[src/rtl/muldiv_pkg.sv]
// Shared types and constants for the iterative RV64M multiply/divide engine.
package muldiv_pkg;

   localparam int unsigned XLEN = 64;

   // M-extension funct3 encodings (instruction[14:12])
   typedef enum logic [2:0] {
      F3_MUL    = 3'd0,
      F3_MULH   = 3'd1,
      F3_MULHSU = 3'd2,
      F3_MULHU  = 3'd3,
      F3_DIV    = 3'd4,
      F3_DIVU   = 3'd5,
      F3_REM    = 3'd6,
      F3_REMU   = 3'd7
   } funct3_t;

   // Engine states
   typedef logic [1:0] state_t;
   localparam state_t IDLE  = 2'd0;
   localparam state_t CALC  = 2'd1;
   localparam state_t FIXUP = 2'd2;
   localparam state_t DONE  = 2'd3;

   // Iteration counter: 63 for 64-bit ops, 31 for word ops
   typedef logic [5:0] count_t;

   function automatic logic [XLEN-1:0] sext32(input logic [31:0] v);
      return {{(XLEN-32){v[31]}}, v};
   endfunction

endpackage

[src/rtl/muldiv_sign_fixup.sv]
// Final result shaping: conditional negate, product-half / quotient / remainder select,
// and (with MULDIV_WORD_OPS_EN) sign extension of word results from bit 31.
module muldiv_sign_fixup
   import muldiv_pkg::*;
(
   input  logic [2*XLEN-1:0] prod,
   input  logic [XLEN-1:0]   quot,
   input  logic [XLEN-1:0]   rem,
   input  funct3_t           funct3,
`ifdef MULDIV_WORD_OPS_EN
   input  logic              word,
`endif
   input  logic              neg_res,
   input  logic              neg_rem,
   output logic [XLEN-1:0]   result
);

   logic [2*XLEN-1:0] prod_s;
   logic [XLEN-1:0]   quot_s;
   logic [XLEN-1:0]   rem_s;
   logic [XLEN-1:0]   sel;

   // Apply signs to the unsigned magnitudes and pick the requested field
   always_comb begin
      prod_s = neg_res ? -prod : prod;
      quot_s = neg_res ? -quot : quot;
      rem_s  = neg_rem ? -rem  : rem;
      sel    = '0;
      unique case (funct3)
         F3_MUL:                       sel = prod_s[XLEN-1:0];
         F3_MULH, F3_MULHSU, F3_MULHU: sel = prod_s[2*XLEN-1:XLEN];
         F3_DIV, F3_DIVU:              sel = quot_s;
         default:                      sel = rem_s;
      endcase
`ifdef MULDIV_WORD_OPS_EN
      result = word ? sext32(sel[31:0]) : sel;
`else
      result = sel;
`endif
   end

endmodule

[src/rtl/muldiv_unit.sv]
// Iterative RV64M multiply/divide engine: radix-2 shift-add multiply and restoring divide,
// one bit per cycle, with request/response handshakes and flush.
// Optional MULDIV_WORD_OPS_EN adds the OP-32 word forms (instruction[3]).
module muldiv_unit
   import muldiv_pkg::*;
(
   input  logic            clk,
   input  logic            rst_n,
   input  logic            req_valid,
   output logic            req_ready,
   input  logic [31:0]     instruction,
   input  logic [XLEN-1:0] rs1,
   input  logic [XLEN-1:0] rs2,
   input  logic            flush,
   output logic            rsp_valid,
   input  logic            rsp_ready,
   output logic [XLEN-1:0] rsp_result,
   output logic            busy
);

   state_t            state_q, state_d;
   count_t            cnt_q, cnt_d;
   funct3_t           f3_q, f3_d;
   logic              neg_res_q, neg_res_d;
   logic              neg_rem_q, neg_rem_d;
   logic [XLEN-1:0]   opa_q, opa_d;      // multiplicand or divisor magnitude
   logic [XLEN-1:0]   opb_q, opb_d;      // multiplier or dividend/quotient shift register
   logic [2*XLEN-1:0] acc_q, acc_d;      // product, or remainder in the low half
   logic [XLEN-1:0]   result_q, result_d;
`ifdef MULDIV_WORD_OPS_EN
   logic              word_q, word_d;
   logic              word_in;
`endif

   funct3_t           f3_in;
   logic              is_div_in, is_rem_in, a_signed, b_signed;
   logic [XLEN-1:0]   a_ext, b_ext, a_mag, b_mag, rem_dvd, min_neg;
   logic              a_neg, b_neg, div_zero, div_ovf;
   logic [XLEN-1:0]   special_res, opb_init;
   count_t            cnt_init;
   logic [XLEN:0]     rem_shift, diff;
   logic [2*XLEN-1:0] acc_next;
   logic [XLEN-1:0]   opb_next;
   logic [XLEN-1:0]   fixup_res;

   logic unused_instr;
   assign unused_instr = ^{instruction[31:15], instruction[11:0]};

   // Decode the incoming request: operand extension, magnitudes, sign flags, special cases
   always_comb begin
      f3_in     = funct3_t'(instruction[14:12]);
      is_div_in = instruction[14];
      is_rem_in = instruction[13];
      a_signed  = (f3_in == F3_MULH) || (f3_in == F3_MULHSU) ||
                  (f3_in == F3_DIV)  || (f3_in == F3_REM);
      b_signed  = (f3_in == F3_MULH) || (f3_in == F3_DIV) || (f3_in == F3_REM);
      a_ext     = rs1;
      b_ext     = rs2;
      rem_dvd   = rs1;
      min_neg   = 64'h8000_0000_0000_0000;
      cnt_init  = 6'd63;
`ifdef MULDIV_WORD_OPS_EN
      word_in = instruction[3];
      if (word_in) begin
         a_ext    = a_signed ? sext32(rs1[31:0]) : {32'b0, rs1[31:0]};
         b_ext    = b_signed ? sext32(rs2[31:0]) : {32'b0, rs2[31:0]};
         rem_dvd  = sext32(rs1[31:0]);
         min_neg  = 64'hFFFF_FFFF_8000_0000;
         cnt_init = 6'd31;
      end
`endif
      a_neg    = a_signed & a_ext[XLEN-1];
      b_neg    = b_signed & b_ext[XLEN-1];
      a_mag    = a_neg ? -a_ext : a_ext;
      b_mag    = b_neg ? -b_ext : b_ext;
      div_zero = is_div_in && (b_ext == '0);
      div_ovf  = is_div_in && b_signed && (a_ext == min_neg) && (b_ext == '1);
      if (div_zero) special_res = is_rem_in ? rem_dvd : '1;
      else          special_res = is_rem_in ? '0 : a_ext;
      // Word ops start with the 32 live bits at the top so the MSB-first loop sees them first
      opb_init = is_div_in ? a_mag : b_mag;
`ifdef MULDIV_WORD_OPS_EN
      if (word_in) opb_init = {opb_init[31:0], 32'b0};
`endif
   end

   // One shift-add or restoring-subtract step on the current state
   always_comb begin
      rem_shift = {acc_q[XLEN-1:0], opb_q[XLEN-1]};
      diff      = rem_shift - {1'b0, opa_q};
      if (f3_q[2]) begin
         acc_next = {{XLEN{1'b0}}, diff[XLEN] ? rem_shift[XLEN-1:0] : diff[XLEN-1:0]};
         opb_next = {opb_q[XLEN-2:0], ~diff[XLEN]};
      end else begin
         acc_next = {acc_q[2*XLEN-2:0], 1'b0} +
                    (opb_q[XLEN-1] ? {{XLEN{1'b0}}, opa_q} : {(2*XLEN){1'b0}});
         opb_next = {opb_q[XLEN-2:0], 1'b0};
      end
   end

   muldiv_sign_fixup u_fixup (
      .prod    (acc_q),
      .quot    (opb_q),
      .rem     (acc_q[XLEN-1:0]),
      .funct3  (f3_q),
`ifdef MULDIV_WORD_OPS_EN
      .word    (word_q),
`endif
      .neg_res (neg_res_q),
      .neg_rem (neg_rem_q),
      .result  (fixup_res)
   );

   // FSM next state; flush overrides every transition including a same-cycle request
   always_comb begin
      state_d   = state_q;
      cnt_d     = cnt_q;
      f3_d      = f3_q;
      neg_res_d = neg_res_q;
      neg_rem_d = neg_rem_q;
      opa_d     = opa_q;
      opb_d     = opb_q;
      acc_d     = acc_q;
      result_d  = result_q;
`ifdef MULDIV_WORD_OPS_EN
      word_d    = word_q;
`endif
      if (flush) begin
         state_d = IDLE;
      end else begin
         unique case (state_q)
            IDLE: begin
               if (req_valid) begin
                  f3_d      = f3_in;
                  neg_res_d = a_neg ^ b_neg;
                  neg_rem_d = a_neg;
                  cnt_d     = cnt_init;
                  opa_d     = is_div_in ? b_mag : a_mag;
                  opb_d     = opb_init;
                  acc_d     = '0;
`ifdef MULDIV_WORD_OPS_EN
                  word_d    = word_in;
`endif
                  if (div_zero || div_ovf) begin
                     result_d = special_res;
                     state_d  = DONE;
                  end else begin
                     state_d  = CALC;
                  end
               end
            end
            CALC: begin
               acc_d = acc_next;
               opb_d = opb_next;
               if (cnt_q == 6'd0) state_d = FIXUP;
               else               cnt_d   = cnt_q - 6'd1;
            end
            FIXUP: begin
               result_d = fixup_res;
               state_d  = DONE;
            end
            DONE: begin
               if (rsp_ready) state_d = IDLE;
            end
            default: state_d = IDLE;
         endcase
      end
   end

   // State registers
   always_ff @(posedge clk or negedge rst_n) begin
      if (!rst_n) begin
         state_q   <= IDLE;
         cnt_q     <= '0;
         f3_q      <= F3_MUL;
         neg_res_q <= 1'b0;
         neg_rem_q <= 1'b0;
         opa_q     <= '0;
         opb_q     <= '0;
         acc_q     <= '0;
         result_q  <= '0;
`ifdef MULDIV_WORD_OPS_EN
         word_q    <= 1'b0;
`endif
      end else begin
         state_q   <= state_d;
         cnt_q     <= cnt_d;
         f3_q      <= f3_d;
         neg_res_q <= neg_res_d;
         neg_rem_q <= neg_rem_d;
         opa_q     <= opa_d;
         opb_q     <= opb_d;
         acc_q     <= acc_d;
         result_q  <= result_d;
`ifdef MULDIV_WORD_OPS_EN
         word_q    <= word_d;
`endif
      end
   end

   assign req_ready  = (state_q == IDLE);
   assign busy       = (state_q != IDLE);
   assign rsp_valid  = (state_q == DONE);
   assign rsp_result = result_q;

endmodule
[config.mk]
export PLATFORM = sky130hd
export DESIGN_NAME = muldiv_unit
export DESIGN_NICKNAME = d
export VERILOG_FILES = /design/src/rtl/muldiv_pkg.sv /design/src/rtl/muldiv_sign_fixup.sv /design/src/rtl/muldiv_unit.sv
export SDC_FILE = /design/constraint.sdc
export NUM_CORES = 2
export LEC_CHECK = 0
export BUFFER_PORTS_ARGS = -buffer_cell sky130_fd_sc_hd__buf_2
export CORE_ASPECT_RATIO = 0.5
export CORE_UTILIZATION = 30
export DETAILED_ROUTE_END_ITERATION = 8
export HOLD_SLACK_MARGIN = 0.02
export PLACE_DENSITY = 0.5
export RECOVER_POWER = 50
export SYNTH_ARGS = -nofsm -noshare
export SYNTH_HDL_FRONTEND = slang
export SYNTH_SLANG_ARGS = --single-unit
[constraint.sdc]
create_clock -name clk -period 5.7 [get_ports clk]
set_input_delay 0.285 -clock clk [delete_from_list [all_inputs] [get_ports clk]]
set_output_delay 0.285 -clock clk [all_outputs]
set_load 0.01 [all_outputs]
==> metrics.txt <==
Max rail drop VDD=0.266 mV; H-tree Lvls=2; Netlist cell types=just under 90; full die area=120000 µm²; Fmax=199 MHz; Comb power frac=0.702; Leak=around 0.016 µW; Worst-Skew Late Latency=640 ps; unrepaired setup endpoints after global routing=no; largest cells by area after synthesis=dfrtp_1 24%, a21oi_1 6.8%, o21ai_0 6.7%; Die Y-Extent=245 µm; vias in the first global route=~37k; # resized after CTS=0; flops & latches, synth=333; HP Start=rs2[0]; Final Critical Period=between 5000 and 6000 ps; # DRC=0; synth warn=0; Post-Syn Instances=4958; Synth top area share=0.235; routed wire length=190000 µm; number of flops mapped to enable cells by yosys=0; die span in x=roughly 490 µm; CORE AREA=roughly 120000 µm²; Starting Density=0.305; GP Congestion=between 1 and 1.5; crit-path max FO=27; Final setup viols=0; failing checks=max-capacitance violations, max-slew violations; largest net degree at the start of global routing=148; PwrDens=626 nW/µm²; Root Buffer=clkbuf_16; Pins Over Slew Limit=58; Worst EP arrival=5530 ps; DR WL/cell=28.9 µm; first-pass GRT wire length=roughly 270000 µm; Critical Path Source Type=flop; mean post-synth cell area=7.15 µm²; Routed Antenna Nets=0; final setup TNS=0 ps; R2R setup slack=680 ps; io pins=232; post-synthesis sequential area ratio=0.235; drt pass-1 iters=6; antenna violations before repair=18; worst reg2reg path startpoint=opb_q[63]; CP Capture Type=flop; port bufs=202; CTS buffer count=42; CTS clk-pin slew, worst paths=70 ps; share of synthesized flip-flops with an asynchronous set or reset=1.00; vias=slightly above 40k; Cell Count, Final, Fillers Out=around 6.6k; Slew headroom=-1.71; CP required=6210 ps; row count=88; GRT overflow=0; Netlist Area Pre-Place=~35000 µm²; Sw Ratio=0.592; Clock power frac=0.119; Top FF cell, synth=dfrtp_1; layout net count=5289; placed instance count=6510; outcome=finished, violations left; Worst Reg-to-Reg Cells=17; worst slew pin tran=4070 ps; Post CTS Setup Buffer Count=0; DR vias/cell=6.14; kind of critical path=flop to flop; # Max-Cap Violations=1; Setup Skew=40.2 ps; share of layout cells above drive strength 1=0.0880; Synth Net Count=5264; GRT Util Overall=0.308; Worst Hold Class=input pin to flop; crit path launch=opb_q[63]; reg2reg end=acc_q[107]; sequential share of power=0.179; CTS sink cnt=333; Final Util=0.342; Max clock buf depth=3; final-report hold violation count=0; area leader, netlist=dfrtp_1; DRT iter0 DRCs=between 5k and 6k; placed wire-length estimate=150000 µm; Critical Path End=acc_q[107]; Final Cycle Share=0.881; Internal=10100 µW; NetSw=14700 µW; Layout area overhead=12.1%; CTS tree=done
==> metrics by stage <==
step	area [µm²]	hold slack [ps]	total power (µW)	worst slack (ps)
2_1_floorplan	35400	-10.6	14300	1620
3_3_place_gp	38300	291	20900	817
3_5_place_dp	38300	286	21000	846
4_1_cts	39800	67.1	24000	834
5_1_grt	39700	89.1	26000	492
6_report	39700	102	24900	678
==> what timing repair did <==
| item | 4_1_cts | 5_1_grt |
|---|---|---|
| setup endpoints to repair | 0 | 0 |
| hold endpoints to repair | 61 | 0 |
| hold buffers | 4 | 0 |
==> critical path: stages, from the launching register on <==
cell and delay, ps:
dfrtp_1 400, inv_2 440, nor2_1 120, ha_1 260, fa_1 440, a211oi_1 550
o21ai_0 260, nand2_1 190, a211oi_1 90, buf_4 160, o2111ai_1 410, o311ai_1 200
buf_4 220, a21oi_2 420, buf_4 290, nor4_1 80, xnor2_1 160, o21ai_0 180
==> area by class of cell <==
cell class                      instances  area [µm²]
Multi-Input combinational cell       4105       25200
Clock buffer                           56        1210
Inverter                              138         518
Tap cell                             1575        1970
Clock inverter                         18         224
Fill cell                           12600       76400
Sequential cell                       333        8340
Antenna cell                            6        15.0
Timing Repair Buffer                  363        2230
==> layout by cell type (no fill, tap or decap), types with 18 or more instances in the layout <==
master	netlist	routed
a21o_1	74	74
o21ai_0	472	472
maj3_1	55	55
nand2_1	529	527
clkbuf_1	340	70
inv_1	137	135
nor4_1	70	70
dfrtp_1	333	331
clkbuf_16	0	43
nor3_1	159	158
a21oi_1	485	484
o41ai_1	35	35
nor2_1	513	509
o21a_1	18	18
nand2b_1	30	29
a22oi_1	50	49
o21bai_1	24	24
a31oi_1	57	57
mux2i_1	34	34
xor2_1	178	178
buf_4	1	151
nand3_1	105	105
or3_1	85	84
or4_1	49	49
a211oi_1	89	89
and3_1	56	56
o31ai_1	73	72
a221oi_1	19	19
buf_2	12	135
ha_1	139	137
o22ai_1	19	19
o211ai_1	52	52
and2_1	34	34
or2_2	29	29
nand4_1	91	91
xnor2_1	229	229
==> cell usage after synthesis, drive strengths merged, types with 55 or more instances <==
cell,instances
o21ai,478
clkbuf,340
nor2,513
or3,85
nor4,70
xnor2,229
nor3,159
a31oi,57
a21o,74
nand3,105
and3,56
ha,139
xor2,178
maj3,55
inv,138
a21oi,485
dfrtp,333
nand4,91
o31ai,73
a211oi,89
nand2,529
==> worst min path at each step <==
stage	endpoint	slack [ps]	cells past startpoint
finish	opa_q[0]	100	3
global route	opa_q[49]	90	4
CTS	opa_q[0]	70	3
detailed placement	opa_q[11]	290	1
global placement	opa_q[11]	290	1
floorplan	acc_q[0]	-10	0
==> power by group through the flow <==
stage          clock network [µW]  registers [µW]  logic [µW]
2_1_floorplan                   0            4000       10300
3_3_place_gp                    0            4370       16500
3_5_place_dp                    0            4410       16600
4_1_cts                      3010            4360       16600
5_1_grt                      3080            4510       18400
6_report                     2970            4450       17500
==> logic make-up after synthesis <==
| group | share of synthesized area |
|---|---|
| buffers and inverters | 0.0560 |
| adders and majority gates | 0.0657 |
| DFF | 0.235 |
| xor gates and xnor gates | 0.101 |
| AOI/OAI and AO/OA | 0.287 |
| and+or+nand+nor | 0.245 |
| muxes | 0.0106 |
==> per-layer routing <==
| layer | routed length [µm] | up-vias | global-route usage |
|---|---|---|---|
| met5 | 116 | - | 0 |
| met2 | 70400 | 2303 | 0.396 |
| met1 | 86000 | 19800 | 0.450 |
| li1 | - | 18200 | - |
| met4 | 4160 | 16 | 0.0642 |
| met3 | 29800 | 265 | 0.146 |
==> state kept, by name, indices dropped and copies added (netlist names) <==
signal	flops
opb_q	64
acc_q	128
cnt_q	6
state_q	2
neg_res_q	1
opa_q	64
f3_q	3
rsp_result	64
neg_rem_q	1
Note: power is estimated with default switching activity, not from simulation.
